`config.mk`:
```
export PLATFORM = sky130hd
export DESIGN_NAME = pet_memmap_flat
export DESIGN_NICKNAME = d
export VERILOG_FILES = /design/src/rtl/pet_memmap_if.sv /design/src/rtl/pet_memmap.sv /design/src/flat_wrapper.sv
export SDC_FILE = /design/constraint.sdc
export NUM_CORES = 1
export LEC_CHECK = 0
export BUFFER_PORTS_ARGS = -buffer_cell sky130_fd_sc_hd__buf_2
export CAP_MARGIN = 20
export CORE_MARGIN = 4
export CORE_UTILIZATION = 35
export DETAILED_ROUTE_END_ITERATION = 10
export GPL_TIMING_DRIVEN = 0
export PLACE_DENSITY = 0.77
export SLEW_MARGIN = 20
export SYNTH_ARGS = -nofsm -noshare
export SYNTH_HDL_FRONTEND = slang
export SYNTH_SLANG_ARGS = --single-unit
```
`constraint.sdc`:
```
create_clock -name clk -period 1.4 [get_ports clk]
set_input_delay 0.21 -clock clk [delete_from_list [all_inputs] [get_ports clk]]
set_output_delay 0.21 -clock clk [all_outputs]
set_load 0.02 [all_outputs]
```
`src/rtl/pet_memmap_if.sv`:
```
// pet_memmap_if: CPU bus and DMA request port of the PET memory map.
// master drives the requests; slave is the memory-map controller.
interface pet_memmap_if;
    logic        ce_1m;
    logic [15:0] addr;
    logic        we;
    logic [7:0]  data_in;
    logic [7:0]  data_out;
    logic        dma_req;
    logic [14:0] dma_addr;
    logic [7:0]  dma_din;
    logic        dma_we;
    logic        dma_ack;
    logic [7:0]  dma_dout;

    modport master (
        output ce_1m, addr, we, data_in,
        output dma_req, dma_addr, dma_din, dma_we,
        input  data_out, dma_ack, dma_dout
    );

    modport slave (
        input  ce_1m, addr, we, data_in,
        input  dma_req, dma_addr, dma_din, dma_we,
        output data_out, dma_ack, dma_dout
    );
endinterface

```
`src/rtl/pet_memmap.sv`:
```
// pet_memmap: PET CPU address decode, registered read mux and RAM DMA arbiter.
// Define PET_BANK8096_EN for the 8096 bank/control register at $FFF0.
module pet_memmap #(
    parameter int         RAM_KB       = 32,
    parameter int         VRAM_KB      = 2,
    parameter logic [7:0] UNMAPPED_VAL = 8'h55
) (
    input  logic        clk,
    input  logic        reset_n,
    pet_memmap_if.slave bus,
    input  logic [7:0]  ram_q,
    input  logic [7:0]  vram_q,
    input  logic [7:0]  rom_q,
    input  logic [7:0]  io_q,
    input  logic [7:0]  exram_q,
    output logic [14:0] mem_addr,
    output logic [7:0]  mem_din,
    output logic        mem_we,
    output logic        vram_we,
    output logic        io_we,
    output logic        exram_we,
    output logic [15:0] exram_addr,
    output logic [7:0]  ctrl_q
);
    typedef enum logic [2:0] {
        R_NONE, R_RAM, R_VRAM, R_ROM, R_IO, R_EXRAM
    } region_t;

    typedef enum logic [1:0] {
        IDLE, DMA_ACC, DMA_RD, DMA_ACK
    } dma_state_t;

    // a 1 KB VRAM is mirrored across the full 2 KB window
    localparam int          VRAM_WIN = (VRAM_KB == 1) ? 2 : VRAM_KB;
    localparam logic [16:0] RAM_TOP  = 17'(RAM_KB * 1024);
    localparam logic [16:0] VRAM_TOP = 17'(32768 + VRAM_WIN * 1024);

    region_t    region, rsel;
    dma_state_t state, state_nx;
    logic [7:0] ctrl;
    logic [7:0] rd_mux, dout, dma_q;
    logic       rd_pend;
    logic       cpu_wr, dma_own;
    logic       ram_hit, vram_hit, io_hit, rom_hit;

    assign cpu_wr   = bus.ce_1m & bus.we;
    assign ram_hit  = {1'b0, bus.addr} < RAM_TOP;
    assign vram_hit = bus.addr[15] && ({1'b0, bus.addr} < VRAM_TOP);
    assign io_hit   = bus.addr[15:11] == 5'b11101;
    assign rom_hit  = (bus.addr >= 16'hB000) && !io_hit;

    always_comb begin
        region = R_NONE;
        unique case (1'b1)
            ram_hit:  region = R_RAM;
            vram_hit: region = R_VRAM;
            io_hit:   region = R_IO;
            rom_hit:  region = R_ROM;
            default:  ;
        endcase
`ifdef PET_BANK8096_EN
        if (ctrl[7] && bus.addr[15]) begin
            region = R_EXRAM;
            if (ctrl[5] && bus.addr[15:12] == 4'h8)
                region = R_VRAM;
            if (ctrl[6] && io_hit)
                region = R_IO;
        end
`endif
    end

`ifdef PET_BANK8096_EN
    logic wp;

    assign wp = bus.addr[14] ? ctrl[1] : ctrl[0];

    always_ff @(posedge clk or negedge reset_n) begin
        if (!reset_n)
            ctrl <= 8'h00;
        else if (cpu_wr && bus.addr == 16'hFFF0)
            ctrl <= bus.data_in;
    end

    assign exram_we   = cpu_wr && region == R_EXRAM && !wp;
    assign exram_addr = {bus.addr[14],
                         bus.addr[14] ? ctrl[3] : ctrl[2],
                         bus.addr[13:0]};
`else
    assign ctrl       = 8'h00;
    assign exram_we   = 1'b0;
    assign exram_addr = 16'h0000;
`endif

    assign ctrl_q = ctrl;

    // the CPU keeps the RAM port whenever ce_1m is high
    assign dma_own  = state == DMA_ACC && !bus.ce_1m;
    assign mem_addr = dma_own ? bus.dma_addr : bus.addr[14:0];
    assign mem_din  = dma_own ? bus.dma_din : bus.data_in;
    assign mem_we   = dma_own ? bus.dma_we
                              : cpu_wr && region == R_RAM;
    assign vram_we  = cpu_wr && region == R_VRAM;
    assign io_we    = cpu_wr && region == R_IO;

    always_comb begin
        unique case (rsel)
            R_RAM:   rd_mux = ram_q;
            R_VRAM:  rd_mux = vram_q;
            R_ROM:   rd_mux = rom_q;
            R_IO:    rd_mux = io_q;
            R_EXRAM: rd_mux = exram_q;
            default: rd_mux = UNMAPPED_VAL;
        endcase
    end

    // q of the block is valid one clk after the access edge
    always_ff @(posedge clk or negedge reset_n) begin
        if (!reset_n) begin
            rsel    <= R_NONE;
            rd_pend <= 1'b0;
            dout    <= UNMAPPED_VAL;
        end else begin
            rd_pend <= bus.ce_1m;
            if (bus.ce_1m)
                rsel <= region;
            if (rd_pend)
                dout <= rd_mux;
        end
    end

    assign bus.data_out = dout;

    always_ff @(posedge clk or negedge reset_n) begin
        if (!reset_n) begin
            state <= IDLE;
            dma_q <= 8'h00;
        end else begin
            state <= state_nx;
            if (state == DMA_RD)
                dma_q <= ram_q;
        end
    end

    always_comb begin
        state_nx = state;
        unique case (state)
            IDLE:    if (bus.dma_req && !bus.ce_1m)
                         state_nx = DMA_ACC;
            DMA_ACC: state_nx = bus.dma_we ? DMA_ACK : DMA_RD;
            DMA_RD:  state_nx = DMA_ACK;
            DMA_ACK: state_nx = IDLE;
            default: state_nx = IDLE;
        endcase
    end

    assign bus.dma_ack  = state == DMA_ACK;
    assign bus.dma_dout = dma_q;
endmodule

```
`src/flat_wrapper.sv`:
```
// flat-port wrapper written by rule: the top's interface ports become plain ports
module pet_memmap_flat 
#(
    parameter int         RAM_KB       = 32,
    parameter int         VRAM_KB      = 2,
    parameter logic [7:0] UNMAPPED_VAL = 8'h55
)
  (clk, reset_n, ram_q, vram_q, rom_q, io_q, exram_q, mem_addr, mem_din, mem_we, vram_we, io_we, exram_we, exram_addr, ctrl_q, bus_ce_1m, bus_addr, bus_we, bus_data_in, bus_dma_req, bus_dma_addr, bus_dma_din, bus_dma_we, bus_data_out, bus_dma_ack, bus_dma_dout);
  pet_memmap_if bus_i ();
  input  logic clk;
  input  logic reset_n;
  input  logic [7:0] ram_q;
  input  logic [7:0] vram_q;
  input  logic [7:0] rom_q;
  input  logic [7:0] io_q;
  input  logic [7:0] exram_q;
  output logic [14:0] mem_addr;
  output logic [7:0] mem_din;
  output logic mem_we;
  output logic vram_we;
  output logic io_we;
  output logic exram_we;
  output logic [15:0] exram_addr;
  output logic [7:0] ctrl_q;
  input wire logic [$bits(bus_i.ce_1m)-1:0] bus_ce_1m;
  input wire logic [$bits(bus_i.addr)-1:0] bus_addr;
  input wire logic [$bits(bus_i.we)-1:0] bus_we;
  input wire logic [$bits(bus_i.data_in)-1:0] bus_data_in;
  input wire logic [$bits(bus_i.dma_req)-1:0] bus_dma_req;
  input wire logic [$bits(bus_i.dma_addr)-1:0] bus_dma_addr;
  input wire logic [$bits(bus_i.dma_din)-1:0] bus_dma_din;
  input wire logic [$bits(bus_i.dma_we)-1:0] bus_dma_we;
  output wire logic [$bits(bus_i.data_out)-1:0] bus_data_out;
  output wire logic [$bits(bus_i.dma_ack)-1:0] bus_dma_ack;
  output wire logic [$bits(bus_i.dma_dout)-1:0] bus_dma_dout;
  assign bus_i.ce_1m = bus_ce_1m;
  assign bus_i.addr = bus_addr;
  assign bus_i.we = bus_we;
  assign bus_i.data_in = bus_data_in;
  assign bus_i.dma_req = bus_dma_req;
  assign bus_i.dma_addr = bus_dma_addr;
  assign bus_i.dma_din = bus_dma_din;
  assign bus_i.dma_we = bus_dma_we;
  assign bus_data_out = bus_i.data_out;
  assign bus_dma_ack = bus_i.dma_ack;
  assign bus_dma_dout = bus_i.dma_dout;
  pet_memmap #(.RAM_KB(RAM_KB), .VRAM_KB(VRAM_KB), .UNMAPPED_VAL(UNMAPPED_VAL)) u_core (.clk(clk), .reset_n(reset_n), .bus(bus_i), .ram_q(ram_q), .vram_q(vram_q), .rom_q(rom_q), .io_q(io_q), .exram_q(exram_q), .mem_addr(mem_addr), .mem_din(mem_din), .mem_we(mem_we), .vram_we(vram_we), .io_we(io_we), .exram_we(exram_we), .exram_addr(exram_addr), .ctrl_q(ctrl_q));
endmodule
```
==> out/qor.csv, run 1 <==
stage,metric,value,unit
critical_path,worstReg2RegStart,u_core.state[0],
critical_path,cp.required,1.19,ns
min_path,hp-class,in2reg,
finish,area_delta_synth_final,66.7,%
sta,setup_violations,33,
finish,ff_latch_area,556,µm²
critical_path,crit_arrival,1.65,ns
finish,drive_gt1_frac,0.679,
sta,hold-worst-slack,0.132,ns
routing,routedWlPerCell,15.5,µm
routing,drcViolationCount,0,
place,gp_congestion,0.744,
finish,instances_no_fill,416,
grt,grt_util_all_layers,0.162,
sta,fin_crit,1.86,ns
place,hpwl,5150,µm
sta,fin_crit_sh,1.33,
sta,drv_slew,0,
finish,diodes,0,
clocking,path_clk_slew,0.08,ns
clocking,clockRootBuffer,clkbuf_8,
pwr,power.leakage,1.76,nW
run_status,violations,negative setup slack,
floorplanning,dieWidth,82.5,µm
clocking,tritoncts,built,
routing,ant_nets,0,
sta,finClkSkew,0.00438,ns
sta,fmax,539,MHz
critical_path,critPathMaxFanout,5,
routing,firstDrtPassIters,4,
place,place_ws,-0.300,ns
clocking,clock_path_buffers,2,
grt,grt_pass1_wl,8570,µm
clocking,cts_sinks,22,
critical_path,r2r_slack,-0.02,ns
run_status,outcome,"finished, violations left",
synthesis,synthArstFlopShare,1.00,
grt,grt_antenna_before_repair,0,
finish,final_area,3240,µm²
synthesis,yosysWarnings,0,
synthesis,synth_cells,174,
critical_path,rr_endpoint,u_core.bus.dma_dout[7],
min_path,hold_start,bus_ce_1m,
synthesis,syn_area,1940,µm²
synthesis,ys_seq_elements,22,
critical_path,crit_start,u_core.state[1],
critical_path,endpoint,mem_addr[6],
critical_path,critPathLaunchType,register,
floorplanning,core_area,5240,µm²
run,maxCapViolCount,0,
synthesis,ys.flop_type,dfrtp_1,
critical_path,reg2regPathDepth,5,
synthesis,yosys.area.top_type,dfrtp_1,
floorplanning,start_util,0.371,
grt,grt-ovfl-total,0,
critical_path,crit_type,reg2out,
sta,final_hold_viol_count,0,
synthesis,yosysUniqueCellTypes,39,
place,dp.cells,403,
finish,nets,445,
floorplanning,placementRows,26,
place,placed_cell_area,2820,µm²
routing,drt_wl_total,6440,µm
synthesis,synthTopCellsByArea,"dfrtp_1 23%, mux2_4 19%, buf_4 9.7%",
synthesis,syn_area_per_cell,11.2,µm²
grt,grt_pass1_vias,1823,
pwr,p_total,4.29,mW
clocking,cts_made_buffers,3,
place,io_buffer_count,135,
floorplanning,io_pins,161,
synthesis,synth_edf_count,0,
synthesis,ys_seq_area_frac,0.286,
synthesis,yosysTopAreaCellShare,0.232,
clocking,htreeDepth,1,
clocking,clk_latency,0.26,ns
pwr,vdd_ir_drop_max,1.08,mV
synthesis,ys_top_cells_by_count,"25 x buf_4, 25 x mux2_4, 18 x dfrtp_1, 14 x mux2_2, 8 x nand2b_1",
routing,vias,1835,
finish,multi_input_area,1290,µm²
routing,vias_per_cell,4.41,
routing,drt_iter0_markers,76,
sta,fin_ws,-0.456,ns
grt,grt_max_degree,23,
floorplanning,die_area,6810,µm²
critical_path,cp-end-kind,output port,
finish,nFillCells,465,
sta,rsz0062_at_grt,yes,
floorplanning,die_height,82.5,µm
pwr,power_density,1330,nW/µm²
[what timing repair did]
item | CTS | global route
hold endpoints to repair | 18 | 0
cloned | 1 | 1
setup endpoints to repair | 32 | 37
pin swaps | 0 | 2
gates resized for setup | 49 | 32
buffers inserted | 5 | 3
hold buffers | 1 | 0
[how the worst min path moves through the flow]
stage	to	depth (start not counted)
2_1_floorplan	u_core.bus.data_out[1]	0
3_3_place_gp	u_core.bus.dma_dout[3]	1
3_5_place_dp	u_core.bus.dma_dout[7]	1
4_1_cts	u_core.rd_pend	1
5_1_grt	u_core.rd_pend	1
6_report	u_core.rd_pend	1
[logic make-up after synthesis]
group,count (synthesis),share of synthesized area
compound gates,30,0.119
simple gates,30,0.0972
flops,22,0.286
buf+inv,39,0.148
mux,47,0.316
other cells,1,0.00193
fa+ha+maj,5,0.0322
[metrics by stage]
step | setup TNS [ns] | utilization
after floorplan | -1.82 | -
final | -10.28 | 0.619
after global placement | -5.66 | 0.538
after detailed placement | -6.40 | 0.538
after global routing | -12.06 | 0.619
after CTS | -10.67 | 0.591
[metal layers]
layer,routed length (µm),global-route usage,share of wire,vias to the layer above
li1,-,-,-,927
met1,2530,0.200,0.39,851
met2,3510,0.299,0.55,51
met3,320,0.0304,0.050,6
met4,72,0.0196,0.011,0
met5,0,0,0,-
[worst max-delay path: stages, from the launching register on]
cell and delay [ns]:
dfrtp_1 0.40, inv_2 0.09, ha_4 0.15, nand2b_4 0.12, clkbuf_16 0.19, mux2_4 0.30, buf_6 0.13
[final cells by class]
type                            instances  share of cell area
Clock buffer                            4              0.0170
Inverter                                4             0.00695
Multi-Input combinational cell        137               0.398
Sequential cell                        22               0.171
Timing Repair Buffer                  146               0.295
Buffer                                 33              0.0846
Tap cell                               70              0.0270
[power breakdown]
part | internal, mW | total (mW) | switching, mW
logic | 1.57 | 2.88 | 1.31
clock network | 0.250 | 0.454 | 0.203
registers | 0.849 | 0.965 | 0.116
[state kept, by name (all words and copies together) (netlist names)]
signal,count
u_core.rsel,3
u_core.bus.dma_dout,8
u_core.rd_pend,1
u_core.state,2
u_core.bus.data_out,8
[layout by cell type, fill, tap and decap left out, types with 3 or more instances in the layout]
cell type and n:
clkbuf_8 4, nor2_1 3, dfrtp_1 18, mux2_2 3, dfstp_2 4, o22ai_1 3, nand2b_1 7, buf_2 112
mux2_4 36, ha_4 3, conb_1 25, a22oi_1 4, o221ai_1 5, mux2i_1 7, a21oi_1 4, buf_4 31
nand2_1 3, buf_6 29, o2bb2ai_1 4
(Power assumes the default switching activity.)
==> run 2, diff against run 1 <==
--- a/config.mk
+++ b/config.mk
@@ -8,11 +8,10 @@
 export BUFFER_PORTS_ARGS = -buffer_cell sky130_fd_sc_hd__buf_2
 export CAP_MARGIN = 20
 export CORE_MARGIN = 4
-export CORE_UTILIZATION = 35
+export CORE_UTILIZATION = 39
 export DETAILED_ROUTE_END_ITERATION = 10
 export GPL_TIMING_DRIVEN = 0
-export PLACE_DENSITY = 0.77
-export SLEW_MARGIN = 20
+export PLACE_DENSITY = 0.81
 export SYNTH_ARGS = -nofsm -noshare
 export SYNTH_HDL_FRONTEND = slang
 export SYNTH_SLANG_ARGS = --single-unit
==> constraint.sdc (replaced) <==
create_clock -name clk -period 1.9 [get_ports clk]
set_input_delay 0.285 -clock clk [delete_from_list [all_inputs] [get_ports clk]]
set_output_delay 0.285 -clock clk [all_outputs]
set_load 0.02 [all_outputs]
==> out/qor.csv, run 2 (synthesis results as in run 1) <==
stage,metric,value,unit,change
floorplanning,io_pins,161,,unchanged
finish,diodes,0,,unchanged
run_status,outcome,"finished, violations left",,
critical_path,cp-end-kind,output port,,
critical_path,critPathLaunchType,register,,
finish,layout_common_cells,"114 x buf_2, 32 x buf_4, 28 x mux2_4, 26 x buf_6, 25 x conb_1",,
finish,area_delta_synth_final,63.1,%,
grt,grt_util_all_layers,0.197,,+0.0352
clocking,clockRootBuffer,clkbuf_8,,
min_path,holdPathStages,1,,unchanged
place,gp_congestion,0.772,,+3.8%
critical_path,crit_arrival,1.66,ns,about the same
sta,rsz0062_at_grt,yes,,
finish,drive_gt1_frac,0.658,,-0.0211
grt,grt_pass1_vias,2002,,+9.8%
place,hpwl,5180,µm,+0.63%
critical_path,crit_buf_inv,3,,unchanged
pwr,vdd_ir_drop_max,0.689,mV,-36%
grt,grt-ovfl-total,0,,unchanged
finish,final_common_cell,buf_2,,
clocking,cts_made_buffers,3,,unchanged
pwr,seqPwrFrac,0.241,,+0.016
min_path,hold_start,bus_ce_1m,,
routing,drcViolationCount,0,,unchanged
sta,finClkSkew,0.00162,ns,-0.00277 ns
sta,setup_tns,-0.440,ns,+9.84 ns
critical_path,worstReg2RegStart,u_core.state[0],,
critical_path,reg2regPathDepth,5,,unchanged
clocking,htreeDepth,1,,unchanged
sta,hold-worst-slack,0.202,ns,+0.0697 ns
critical_path,critical-path-top-delay-family,flip-flops,,
finish,nets,447,,+0.45%
floorplanning,dieWidth,78.6,µm,-4.8%
pwr,power.leakage,1.74,nW,-1.2%
min_path,hp-class,in2reg,,
pwr,sw_frac_of_total,0.382,,+0.00317
critical_path,critPathMaxFanout,5,,unchanged
critical_path,crit_type,reg2out,,
sta,fin_crit,1.95,ns,
grt,grt_antenna_before_repair,0,,unchanged
routing,firstDrtPassIters,4,,unchanged
run,maxCapViolCount,0,,unchanged
floorplanning,die_height,78.6,µm,-4.8%
place,io_buffer_count,135,,unchanged
floorplanning,die_area,6180,µm²,-9.3%
clocking,clock_path_buffers,2,,unchanged
sta,drv_slew,0,,unchanged
routing,routedWlPerCell,16.0,µm,+3.3%
clocking,cts_sinks,22,,unchanged
sta,fmax,514,MHz,
pwr,internal_power,1.82,mW,-32%
clocking,path_clk_slew,0.08,ns,about the same
routing,vias,1919,,+4.6%
floorplanning,start_util,0.406,,+0.0350
critical_path,cp_slowest_cell,dfrtp_1,,
clocking,tritoncts,built,,
place,dp.cells,400,,-0.74%
sta,setup_violations,23,,-30%
routing,vias_per_cell,4.62,,+4.8%
pwr,p_clk_frac,0.100,,-0.006
floorplanning,core_area,4790,µm²,-8.6%
routing,ant_nets,0,,unchanged
critical_path,slowest_delay,0.43,ns,+0.03 ns
sta,fin_ws,-0.0467,ns,+0.410 ns
finish,instances_no_fill,415,,-0.24%
sta,max_slew.worst_pin.slew,0.525,ns,
sta,fin_crit_sh,1.02,,
pwr,p_switching,1.12,mW,-31%
critical_path,crit_chain,"ha_4, nand2b_4, buf_12, clkbuf_16, mux2_4, buf_6",,
pwr,power_density,928,nW/µm²,-30%
sta,slew_headroom,0.650,,
critical_path,path_depth,6,,unchanged
place,place_ws,0.0529,ns,+0.353 ns
run_status,violations,negative setup slack,,
grt,grt_max_degree,23,,unchanged
routing,drt_wl_total,6640,µm,+3.1%
critical_path,crit_start,u_core.state[0],,
critical_path,cp.required,1.62,ns,+0.43 ns
pwr,combPwrFrac,0.659,,-0.011
sta,final_hold_viol_count,0,,unchanged
floorplanning,placementRows,25,,-3.8%
routing,drt_iter0_markers,116,,+53%
finish,nFillCells,391,,-16%
clocking,clk_latency,0.26,ns,about the same
grt,grt_pass1_wl,9640,µm,+12%
[run 2: cell types whose count changed in the layout (fill, tap and decap cells not counted), sizes merged]
cell,delta
buf,+2
[run 2: power groups by stage]
stage                     logic, mW  clock network [mW]  registers [mW]
after floorplan               0.925                   0           0.857
after global placement         1.47                   0           0.710
after detailed placement       1.50                   0           0.718
after CTS                      1.78               0.312           0.708
after global routing           2.07               0.331           0.727
final                          1.94               0.295           0.709
[run 2: layout make-up]
class | instances | area (µm²) | area share
Multi-Input combinational cell | 137 | 1220 | 0.386
Sequential cell | 22 | 556 | 0.175
Timing Repair Buffer | 146 | 950 | 0.300
Buffer | 35 | 299 | 0.0943
Inverter | 4 | 15.0 | 0.00474
Tap cell | 67 | 83.8 | 0.0264
Clock buffer | 4 | 45.0 | 0.0142
[run 2: through the flow]
step / area (µm²) / power, mW / utilization
finish: 3170 / 2.94 / 0.662
global route: 3170 / 3.13 / 0.662
CTS: 3050 / 2.80 / 0.638
detailed placement: 2790 / 2.22 / 0.584
global placement: 2790 / 2.18 / 0.584
floorplan: 2030 / 1.78 / -
[run 2: worst paths after layout]
check	to	slack, ns
worst max register to register	u_core.bus.dma_dout[5]	0.34
worst max-delay path	mem_addr[8]	-0.05
max in group asynchronous	u_core.bus.data_out[6]	0.98
min in group asynchronous	u_core.bus.dma_dout[7]	0.55
worst min register to register	u_core.bus.data_out[2]	0.50
worst min-delay path	u_core.rd_pend	0.20
[run 2: timing repair]
item | CTS | global route
hold buffers | 1 | 0
endpoints found under the hold margin | 18 | 0
setup buffers | 5 | 3
gates resized for setup | 41 | 22
gates cloned | 1 | 1
setup endpoints to repair | 23 | 23
[run 2: metal layers]
metal  global-route usage  wire (µm)  up-vias
li1                     -          -      936
met1                0.235       2510      894
met2                0.359       3660       77
met3               0.0401        363       12
met4               0.0472         95        0
met5                    0          0        -
